===== src/rtl/priority_encoder_seq.sv =====
// priority_encoder_seq: serialises an M-bit request vector into a stream of set-bit indices, lowest first.
// Define PEND_COUNT_EN to add the registered pend_cnt popcount output.
module priority_encoder_seq #(
    parameter int N = 4,
    parameter int M = (1 << N)
) (
    input  logic         clk,
    input  logic         rst,
    input  logic         in_valid,
    output logic         in_ready,
    input  logic [M-1:0] in_vec,
    output logic         out_valid,
    input  logic         out_ready,
    output logic [N-1:0] out_idx,
    output logic         out_last,
`ifdef PEND_COUNT_EN
    output logic [N:0]   pend_cnt,
`endif
    output logic         zero_flag
);
    localparam logic [0:0] IDLE = 1'b0;
    localparam logic [0:0] EMIT = 1'b1;
    if (M < 2 || M > (1 << N)) begin : g_bad_m
        $error("priority_encoder_seq: M must satisfy 2 <= M <= 2**N");
    end
    logic [0:0]   state;
    logic [M-1:0] pend;
    assign in_ready  = (state == IDLE) && !rst;
    assign out_valid = (state == EMIT);
    assign out_last  = (pend != '0) && ((pend & (pend - M'(1))) == '0);
    // Scan from the top so the lowest set bit is the last to write out_idx.
    always_comb begin
        out_idx = '0;
        for (int i = M - 1; i >= 0; i--) out_idx = pend[i] ? N'(i) : out_idx;
    end
    always_ff @(posedge clk) begin
        if (rst) begin
            state     <= IDLE;
            pend      <= '0;
            zero_flag <= 1'b0;
        end else begin
            zero_flag <= (state == IDLE) && in_valid && (in_vec == '0);
            if (state == IDLE) begin
                if (in_valid && in_vec != '0) begin
                    pend  <= in_vec;
                    state <= EMIT;
                end
            end else if (out_ready) begin
                pend <= pend & (pend - M'(1));
                if (out_last) state <= IDLE;
            end
        end
    end
`ifdef PEND_COUNT_EN
    function automatic logic [N:0] popcnt(input logic [M-1:0] v);
        popcnt = '0;
        for (int i = 0; i < M; i++) popcnt = popcnt + {{N{1'b0}}, v[i]};
    endfunction
    always_ff @(posedge clk) begin
        if (rst) pend_cnt <= '0;
        else if (state == IDLE && in_valid) pend_cnt <= popcnt(in_vec);
        else if (state == EMIT && out_ready) pend_cnt <= pend_cnt - (N+1)'(1);
    end
`endif
endmodule


===== config.mk =====
export PLATFORM = sky130hd
export DESIGN_NAME = priority_encoder_seq
export DESIGN_NICKNAME = d
export VERILOG_FILES = /design/src/rtl/priority_encoder_seq.sv
export SDC_FILE = /design/constraint.sdc
export NUM_CORES = 1
export LEC_CHECK = 0
export CORE_MARGIN = 10
export CORE_UTILIZATION = 43
export CTS_BUF_LIST = sky130_fd_sc_hd__clkbuf_2 sky130_fd_sc_hd__clkbuf_4 sky130_fd_sc_hd__clkbuf_8
export DETAILED_ROUTE_END_ITERATION = 16
export GPL_TIMING_DRIVEN = 0
export PLACE_DENSITY = 0.7
export SLEW_MARGIN = 20
export SYNTH_ARGS = -nofsm -noshare
export SYNTH_HDL_FRONTEND = slang
export SYNTH_SLANG_ARGS = --single-unit

===== constraint.sdc =====
create_clock -name clk -period 4.8 [get_ports clk]
set_input_delay 0.48 -clock clk [delete_from_list [all_inputs] [get_ports clk]]
set_output_delay 0.48 -clock clk [all_outputs]
set_load 0.02 [all_outputs]

==> Word level (Yosys, flattened, before mapping) <==
Cells that the tools add are included.
{ "totals": {"register_bits": 18, "input_bits": 20, "elab_cells": 42} }
{ "classes": {"addsub": 1, "n_eq_ne": 1, "muxes": 23, "bitwise_logic": 2, "reduce_logical": 12} }
{ "op_table": {"columns": ["cell", "count"], "rows": [
  ["4-bit 2-to-1 mux", 16],
  ["16-bit 2-to-1 mux", 3],
  ["16-bit logical NOT", 2],
  ["16-bit nonzero test", 2],
  ["16-bit bitwise AND", 1],
  ["16-bit by 1-bit subtractor with 16-bit output, second input constant", 1],
  ["1-bit logical AND", 5],
  ["1-bit 2-to-1 mux", 4],
  ["2-bit inequality test, second input constant", 1],
  ["2-bit AND reduction", 1],
  ["2-bit nonzero test", 1],
  ["1-bit logical NOT", 1],
  ["1-bit NOT", 1]
]} }

==> Longest topological paths before layout <==
Gate-level depths: netlist of run 1.
{ "depth": {"word_depth": 16, "depth_mapped": 8, "mapped_depth_nobuf": 6} }

==> Worst setup path after synthesis of run 1 <==
OpenSTA, ideal clock, no wires.
{ "synth_timing": {"path_type": "flip-flop to output port", "startpoint": "reg pend[2]", "endpoint": "out out_last", "arrival_time_ns": 1.757, "t_required_ns": 4.320, "setup_slack_ns": 2.563, "path_stages_with_launch": 6, "n_path_buf": 1, "path_cell_list": "dfxtp_1 buf_6 or4_4 nor3_1 o22ai_1 nor3_1"} }
{ "synth_between": {"elab_chain_cells": 4, "word_cells_on_any_way": 5, "cone_classes": "add/sub (1); bitwise (1); reduce/logical (3)"} }
{ "synth_lines": {"columns": ["item", "line", "text"], "rows": [
  ["start, declared", "27", "logic [M-1:0] pend;"],
  ["start signal, assigned", "45", "pend <= in_vec;"],
  ["start signal, assigned", "49", "pend <= pend & (pend - M'(1));"],
  ["16-bit by 1-bit subtractor with 16-bit output", "30", "assign out_last = (pend != '0) && ((pend & (pend - M'(1))) == '0);"],
  ["16-bit bitwise AND", "30", null],
  ["16-bit logical NOT", "30", null],
  ["1-bit logical AND (*)", "30", null],
  ["end, declared", "15", "output logic out_last,"]
]} }
Every way passes the cells marked *; elsewhere a longest branch is shown, timed or not.

==> Final worst setup path of run 1 <==
{ "layout_timing": {"startpoint": "reg pend[8]", "endpoint": "out out_last"} }
The elaborated chain is that of the path after synthesis.

==> results of run 1 <==
-- synthesized netlist by cell type --
master	count	share of area
or3_1	1	0.0052
a2111o_1	1	0.0093
nand2_1	15	0.047
or4_4	1	0.0093
clkbuf_1	8	0.025
a22oi_2	1	0.010
nor2b_1	1	0.0052
o21bai_1	2	0.012
o21ai_1	5	0.021
a41oi_1	1	0.0073
inv_1	5	0.016
dfxtp_1	18	0.30
nor4_4	2	0.035
a21oi_2	1	0.0073
maj3_1	1	0.0083
o22ai_1	2	0.010
o41ai_2	1	0.013
o31ai_1	1	0.0062
nor3_1	11	0.046
nand3_1	2	0.0083
buf_6	2	0.019
nor4_1	7	0.036
mux2i_1	2	0.017
o21ai_0	12	0.050
nand2_2	1	0.0052
and2b_2	1	0.0073
a2111oi_0	1	0.0073
a21oi_1	14	0.058
nor2_1	24	0.075
a211oi_1	1	0.0062
nand2b_1	2	0.010
a21o_1	1	0.0062
a32oi_1	1	0.0073
a2bb2oi_1	1	0.0073
buf_2	5	0.021
xor2_1	1	0.0073
a22oi_1	9	0.056
nand4_1	1	0.0052
-- cell type report --
type,instances,area [um^2],share of cell area
Buffer,15,77.6,0.0507
Clock buffer,3,22.5,0.0147
Inverter,5,18.8,0.0123
Multi-Input combinational cell,128,751,0.491
Sequential cell,18,360,0.236
Tap cell,31,38.8,0.0254
Timing Repair Buffer,26,260,0.170
-- metal layers --
metal  vias to the layer above  track usage  routed length [um]
met1                       613        0.164                1510
li1                        665            -                   -
met2                        50        0.235                1770
met4                         0       0.0232                  14
met3                         2       0.0476                 360
met5                         -            0                   0
-- final timing paths --
check / from / to / slack (ns)
hold / removal: rst / pend[5] / 0.58
setup reg to reg: pend[8] / out_valid / 2.86
hold reg to reg: pend[15] / pend[15] / 0.62
setup / recovery: pend[8] / out_last / 1.70
-- per-stage QoR --
stage                     std cells   util  power [uW]
after floorplan                 166      -         300
after global placement          223  0.556         366
after detailed placement        223  0.556         370
after CTS                       226  0.564         446
after global routing            226  0.564         475
final                           226  0.564         445
-- state kept, by name, summed over array words and instances, names as in the netlist --
| register | cells |
|---|---|
| zero_flag | 1 |
| pend | 16 |
| out_valid | 1 |
-- cells by family (layout without fill, tap and decap cells) --
logic type | after synthesis | in the layout | synth area share
compound gates | 55 | 55 | 0.295
xor+xnor | 1 | 1 | 0.00726
fa+ha+maj | 1 | 1 | 0.00829
buf+inv | 20 | 49 | 0.0798
flops | 18 | 18 | 0.298
mux | 2 | 2 | 0.0166
simple gates | 69 | 69 | 0.294
-- layout by cell type (no fill, tap or decap), drive strengths merged, types with 2 or more instances in the layout --
master         instances
buf                    7
clkdlybuf4s50         26
nor3                  11
nand2                 16
a22oi                 10
o21ai                 17
nor4                   9
o21bai                 2
nor2                  24
mux2i                  2
clkbuf                11
nand2b                 2
dfxtp                 18
a21oi                 15
o22ai                  2
nand3                  2
inv                    5
-- power by group through the flow --
stage / logic [uW] / registers (uW) / clock network [uW]
after global routing: 219 / 172 / 84.1
after detailed placement: 197 / 173 / 0
after floorplan: 128 / 172 / 0
final: 198 / 170 / 76.4
after global placement: 194 / 173 / 0
after CTS: 198 / 170 / 78.1
==> results.sh, run 1 <==
export IMPL_grt_pass1_wl_mm=6.02
export IMPL_ctsHoldBuffers=0
export IMPL_drive_gt1_frac=0.0923
export IMPL_switching_share=0.375
export IMPL_fin_area_um2=1530
export IMPL_internal_power_uw=278
export IMPL_clock_latency_ns=0.30
export IMPL_cp_max_fo=8
export IMPL_powerDensity_nw_per_um2=291
export IMPL_io_pins=28
export IMPL_power_frac_seq=0.382
export IMPL_setup_violations=0
export IMPL_slew_violations=0
export IMPL_first_global_vias=1276
export IMPL_coreArea_um2=2710
export IMPL_cp_end_kind="output pin"
export IMPL_grt_max_degree=11
export IMPL_syn_nets=186
export IMPL_root_buffer="clkbuf_4"
export IMPL_vias=1330
export IMPL_initial_core_util=0.446
export IMPL_path_depth=6
export IMPL_power_switching_uw=167
export IMPL_report_final_hold_viol_count=0
export IMPL_p_clk_frac=0.172
export IMPL_status="finished, final reports clean"
export IMPL_syn_area_um2=1210
export IMPL_drt_wl_total_mm=3.66
export IMPL_dpl_worst_slack_ns=2.06
export IMPL_peakVddDrop_mv=0.190
export IMPL_rows=19
export IMPL_critPathRequiredTime_ns=4.32
export IMPL_vias_per_cell=5.88
export IMPL_dieArea_um2=5330
export IMPL_wire_per_inst_um=16.2
export IMPL_postCtsSetupBuffers=0
export IMPL_tightest_slew_ns=0.605
export IMPL_ant_nets=0
export IMPL_p_leak_uw=0.000576
export IMPL_firstDrtPassIters=4
export IMPL_crit_buf_inv=2
export IMPL_gr_total_overflow=0
export IMPL_die_width_um=73.0
export IMPL_cts_clk_slew_worst_paths_ns=0.10
export IMPL_crit_family="simple AND/OR/NAND/NOR gates"
export IMPL_combPwrFrac=0.446
export IMPL_drt_iter0_markers=112
export IMPL_reg2reg_depth=6
export IMPL_synth_seq_area_share=0.298
export IMPL_yosys_warnings=0
export IMPL_dpl_cell_area_um2=1510
export IMPL_syn_inst=166
export IMPL_cp_arrival_ns=2.62
export IMPL_max_freq_mhz=323
export IMPL_cts_max_level=1
export IMPL_fin_nets=217
export IMPL_hold_path_class="input port to flop"
export IMPL_timing_final_ws_setup_ns=1.70
export IMPL_rsz0062_at_grt="no"
export IMPL_drc=0
export IMPL_place_congestion=0.887
export IMPL_dp_hpwl_mm=2.76
export IMPL_setup_tns_ns=0
export IMPL_cts_resized=0
export IMPL_track_usage=0.138
export IMPL_die_h_um=73.0
export IMPL_antenna_found_initial=0
export IMPL_critPathLaunchType="flop"
export IMPL_hold_ws_ns=0.578
export IMPL_area_growth_pct=26.6
export IMPL_slowest_stage="clkdlybuf4s50_1"
export IMPL_numCtsBuffers=3
export IMPL_crit_chain="clkbuf_1, nor4_1, nand3_1, mux2i_1, nor3_1, clkdlybuf4s50_1"
export IMPL_path_class="flop to output pin"
export IMPL_cp_slowest_stage_delay_ns=0.65
export IMPL_synth_cell_types=38
export IMPL_hold_depth=2
export IMPL_synth_seq_cells=18
export IMPL_io_buffers=26
export IMPL_timing_final_crit_share=0.646
export IMPL_max_slew_margin=0.593
export IMPL_num_antenna_cells=0
export IMPL_cts_tree="yes"
export IMPL_finalWorstPathRequiredPeriod_ns=3.10
export IMPL_cts_sinks=18
export IMPL_syn_avg_cell_area_um2=7.27
export IMPL_max_cap_viol_count=0
export IMPL_skew_ns=0.00194
export IMPL_fillCellCount=291
export IMPL_clockBufferDepth=2
Note: power is estimated with default switching activity, not from simulation.
==> inputs of run 2 (changes only) <==
==> constraint.sdc (replaced) <==
create_clock -name clk -period 3 [get_ports clk]
set_input_delay 0.3 -clock clk [delete_from_list [all_inputs] [get_ports clk]]
set_output_delay 0.3 -clock clk [all_outputs]
set_load 0.02 [all_outputs]
==> run 2 against run 1 <==
Effect of this change: final area up 0.57%; critical path depth up 1; via count up 0.15%; core utilization up 0.32 points; non-clock buffer count unchanged; critical path type unchanged.
==> results.sh, run 2 (synthesis gave the netlist of run 1 again) <==
export IMPL_peakVddDrop_mv=0.308
export IMPL_slew_violations=0
export IMPL_drt_iter0_markers=83
export IMPL_powerDensity_nw_per_um2=463
export IMPL_ctsHoldBuffers=0
export IMPL_die_width_um=73.0
export IMPL_max_freq_mhz=370
export IMPL_hold_start="rst"
export IMPL_reg2reg_from="pend[4]"
export IMPL_initial_core_util=0.446
export IMPL_fillCellCount=286
export IMPL_gr_total_overflow=0
export IMPL_timing_final_crit_share=0.901
export IMPL_critPathRequiredTime_ns=2.70
export IMPL_skew_ns=0.00336
export IMPL_drc=0
export IMPL_clockBufferDepth=2
export IMPL_track_usage=0.138
export IMPL_final_cell_mix="clkdlybuf4s50_1, nor2_1, dfxtp_1"
export IMPL_coreArea_um2=2710
export IMPL_root_buffer="clkbuf_4"
export IMPL_ant_nets=0
export IMPL_max_cap_viol_count=0
export IMPL_place_congestion=0.887
export IMPL_area_growth_pct=27.4
export IMPL_dpl_cell_area_um2=1510
export IMPL_dieArea_um2=5330
export IMPL_cts_tree="yes"
export IMPL_fin_util=0.567
export IMPL_max_slew_margin=0.592
export IMPL_rsz0062_at_grt="no"
export IMPL_setup_tns_ns=0
export IMPL_rows=19
export IMPL_die_h_um=73.0
export IMPL_cts_clk_slew_worst_paths_ns=0.10
export IMPL_cts_sinks=18
export IMPL_drive_gt1_frac=0.0974
export IMPL_tightest_slew_ns=0.607
export IMPL_finalWorstPathRequiredPeriod_ns=2.70
export IMPL_p_leak_uw=0.000590
export IMPL_status="finished, final reports clean"
export IMPL_drt_wl_total_mm=3.64
export IMPL_wire_per_inst_um=16.1
export IMPL_first_global_vias=1276
export IMPL_grt_pass1_wl_mm=6.02
export IMPL_report_final_hold_viol_count=0
export IMPL_cp_end_kind="output pin"
export IMPL_hold_path_class="input port to flop"
export IMPL_antenna_found_initial=0
export IMPL_cp_max_fo=9
export IMPL_vias_per_cell=5.89
export IMPL_path_class="flop to output pin"
export IMPL_fin_nets=217
export IMPL_grt_max_degree=11
export IMPL_top_register="pend"
export IMPL_io_pins=28
export IMPL_largest_register_ffs=16
export IMPL_cts_max_level=1
export IMPL_dp_hpwl_mm=2.76
export IMPL_final_common_cell="clkdlybuf4s50_1"
export IMPL_firstDrtPassIters=4
export IMPL_clock_latency_ns=0.30
export IMPL_io_buffers=26
export IMPL_numCtsBuffers=3
export IMPL_setup_violations=0
export IMPL_vias=1332
export IMPL_fin_area_um2=1540
export IMPL_num_antenna_cells=0
export IMPL_postCtsSetupBuffers=0
export IMPL_crit_start="pend[13]"
export IMPL_cp_arrival_ns=2.40
export IMPL_critPathLaunchType="flop"
-- run 2: changes by cell type in the layout (fill, tap and decap cells not counted), sizes merged --
cell	before	now
clkdlybuf4s50	26	25
dlymetal6s2s	0	1
-- run 2: worst max-delay path, cell delays in order, from the launching register on --
cell	delay, ns
dfxtp_1	0.32
clkbuf_1	0.33
o21bai_1	0.14
a21oi_1	0.15
o21ai_0	0.12
a2111o_1	0.38
nand2_1	0.06
clkdlybuf4s50_1	0.61
-- run 2: layout make-up --
class	instances	area, um^2	area share
Inverter	5	18.8	0.0122
Timing Repair Buffer	26	263	0.171
Clock buffer	3	22.5	0.0146
Tap cell	31	38.8	0.0252
Sequential cell	18	360	0.234
Buffer	15	77.6	0.0504
Multi-Input combinational cell	128	757	0.492
-- run 2: path summary, 6_finish.rpt --
path	endpoint	slack (ns)	depth (start not counted)
setup reg to reg	out_valid	1.09	7
hold reg to reg	pend[15]	0.62	2
hold / removal	pend[5]	0.38	2
setup / recovery	out_idx[0]	0.30	7
-- run 2: where the power goes --
group / internal (uW) / switching, uW / total, uW
sequential: 255 / 17.0 / 272
combinational: 142 / 175 / 318
clock: 46.8 / 75.3 / 122
total: 444 / 267 / 712
-- run 2: through the flow --
stage	total power, uW	hold WS [ns]	setup slack (ns)	cells
2_1_floorplan	479	0.414	0.943	166
3_3_place_gp	586	0.573	0.487	223
3_5_place_dp	592	0.591	0.441	223
4_1_cts	713	0.378	0.102	226
5_1_grt	760	0.410	0.126	226
6_report	712	0.383	0.298	226
-- run 2: layer usage --
layer,track usage,wire length (um),vias to the layer above
li1,-,-,668
met1,0.164,1570,623
met2,0.235,1780,37
met3,0.0476,257,4
met4,0.0232,31,0
met5,0,0,-
-- run 2: what timing repair did --
item | CTS | global route
endpoints found under the setup margin | 0 | 1
hold endpoints to repair | 0 | 0
gates resized for setup | 0 | 2
==> inputs of run 3 (changes only) <==
--- a/config.mk
+++ b/config.mk
@@ -5,12 +5,12 @@
 export SDC_FILE = /design/constraint.sdc
 export NUM_CORES = 1
 export LEC_CHECK = 0
-export CORE_MARGIN = 10
-export CORE_UTILIZATION = 43
+export CORE_MARGIN = 2
+export CORE_UTILIZATION = 51
 export CTS_BUF_LIST = sky130_fd_sc_hd__clkbuf_2 sky130_fd_sc_hd__clkbuf_4 sky130_fd_sc_hd__clkbuf_8
 export DETAILED_ROUTE_END_ITERATION = 16
 export GPL_TIMING_DRIVEN = 0
-export PLACE_DENSITY = 0.7
+export PLACE_DENSITY = 0.81
 export SLEW_MARGIN = 20
 export SYNTH_ARGS = -nofsm -noshare
 export SYNTH_HDL_FRONTEND = slang
==> run 3 against run 2 <==
Effect of this change: final cell count decreased by 0.88%; first-iteration DRC count up 4.8%; combinational power about the same; hold slack got worse by 0.029 ns; critical path depth grew 1; global-route usage is 14 points higher.
==> results.sh, run 3 (synthesis gave the netlist of run 1 again) <==
export IMPL_status="finished, final reports clean"
export IMPL_firstDrtPassIters=4
export IMPL_drt_iter0_markers=87
export IMPL_rsz0062_at_grt="no"
export IMPL_drive_gt1_frac=0.102
export IMPL_report_final_hold_viol_count=0
export IMPL_track_usage=0.282
export IMPL_finalWorstPathRequiredPeriod_ns=2.72
export IMPL_dp_hpwl_mm=2.55
export IMPL_cp_max_fo=8
export IMPL_final_common_cell="clkdlybuf4s50_1"
export IMPL_io_pins=28
export IMPL_peakVddDrop_mv=0.334
export IMPL_clock_latency_ns=0.31
export IMPL_vias_per_cell=6.25
export IMPL_slowest_stage="clkdlybuf4s50_1"
export IMPL_critPathRequiredTime_ns=2.70
export IMPL_die_width_um=52.7
export IMPL_p_leak_uw=0.000597
export IMPL_setup_violations=0
export IMPL_crit_buf_inv=2
export IMPL_hold_start="rst"
export IMPL_root_buffer="clkbuf_4"
export IMPL_drc=0
export IMPL_rows=17
export IMPL_stdcell_count=224
export IMPL_tightest_slew_ns=0.566
export IMPL_cp_end_kind="output pin"
export IMPL_setup_tns_ns=0
export IMPL_clockBufferDepth=2
export IMPL_cts_clk_slew_worst_paths_ns=0.12
export IMPL_top_register="pend"
export IMPL_drt_wl_total_mm=3.58
export IMPL_antenna_found_initial=0
export IMPL_powerDensity_nw_per_um2=490
export IMPL_timing_final_ws_setup_ns=0.282
export IMPL_fin_nets=217
export IMPL_cts_tree="yes"
export IMPL_place_congestion=0.881
export IMPL_final_cell_mix="clkdlybuf4s50_1, nor2_1, dfxtp_1"
export IMPL_fillCellCount=201
export IMPL_place_inst=220
export IMPL_dieArea_um2=2770
export IMPL_largest_register_ffs=16
export IMPL_wire_per_inst_um=16.0
export IMPL_postCtsSetupBuffers=0
export IMPL_min_to="pend[4]"
export IMPL_crit_chain="clkbuf_1, nor2_1, nor3_1, o31ai_1, a211oi_1, nor3_1, nor3_1, clkdlybuf4s50_1"
export IMPL_max_freq_mhz=368
export IMPL_numCtsBuffers=3
export IMPL_num_antenna_cells=0
export IMPL_vias=1400
export IMPL_initial_core_util=0.541
export IMPL_path_class="flop to output pin"
export IMPL_first_global_vias=1291
export IMPL_crit_family="buffers and inverters"
export IMPL_critPathLaunchType="flop"
export IMPL_cts_max_level=1
export IMPL_crit_top_cell="nor3_1"
export IMPL_timing_rr_end="out_valid"
export IMPL_grt_max_degree=11
export IMPL_grt_pass1_wl_mm=5.71
export IMPL_max_cap_viol_count=0
export IMPL_die_h_um=52.7
export IMPL_gr_total_overflow=0
export IMPL_cp_slowest_stage_delay_ns=0.64
export IMPL_io_buffers=26
export IMPL_r2r_setup_slack_ns=0.95
export IMPL_cp_arrival_ns=2.42
export IMPL_hold_depth=2
export IMPL_ant_nets=0
export IMPL_slew_violations=0
export IMPL_timing_final_crit_share=0.906
export IMPL_area_growth_pct=28.2
export IMPL_dpl_worst_slack_ns=0.469
export IMPL_cts_sinks=18
export IMPL_reg2reg_from="pend[1]"
export IMPL_fin_util=0.693
export IMPL_reg2reg_depth=7
export IMPL_skew_ns=0.00614
export IMPL_max_slew_margin=0.619
export IMPL_path_depth=8
export IMPL_coreArea_um2=2230
export IMPL_hold_path_class="input port to flop"
## run 3: cell types whose count changed in the layout (fill, tap and decap cells not counted), sizes merged
cell	delta
clkbuf	+1
## run 3: what timing repair did
item                       4_1_cts  5_1_grt
resized for setup                0        2
hold buffers                     0        0
setup endpoints to repair        0        1
## run 3: final cells by class
cell class | instances | area, um^2 | area share
multi-input combinational | 128 | 757 | 0.489
sequential | 18 | 360 | 0.233
timing repair buffer | 26 | 263 | 0.170
buffer | 15 | 77.6 | 0.0501
clock buffer | 4 | 36.3 | 0.0234
tap | 28 | 35.0 | 0.0226
inverter | 5 | 18.8 | 0.0121
## run 3: worst register-to-register path: stages, from the launching register on
cell      delay [ns]
dfxtp_1         0.32
clkbuf_1        0.21
nor4_4          0.46
nand2_2         0.14
nor3_1          0.20
o21ai_0         0.18
o41ai_2         0.33
a21oi_1         0.10
## run 3: worst max path at each step
stage / endpoint / startpoint / slack, ns
finish: out_idx[1] / pend[14] / 0.28
global route: out_idx[1] / pend[14] / 0.09
CTS: out_last / pend[8] / 0.10
floorplan: out_last / pend[2] / 0.94
detailed placement: out_last / pend[8] / 0.47
global placement: out_last / pend[8] / 0.51
## run 3: stage by stage
step                power [uW]  area [um^2]  hold WS, ns
floorplan                  479         1210        0.414
detailed placement         591         1500        0.601
global placement           582         1500        0.574
CTS                        750         1540        0.361
global route               794         1550        0.413
finish                     759         1550        0.354
## run 3: routing by layer
layer	track usage	vias to the layer above	wire, um
li1	-	662	-
met1	0.348	635	1440
met2	0.465	90	1630
met3	0.0486	13	395
met4	0.145	0	106
met5	0	-	0
## run 3: power by group
group	switching (uW)	internal, uW
logic	179	142
registers	17.9	255
clock network	89.8	74.2
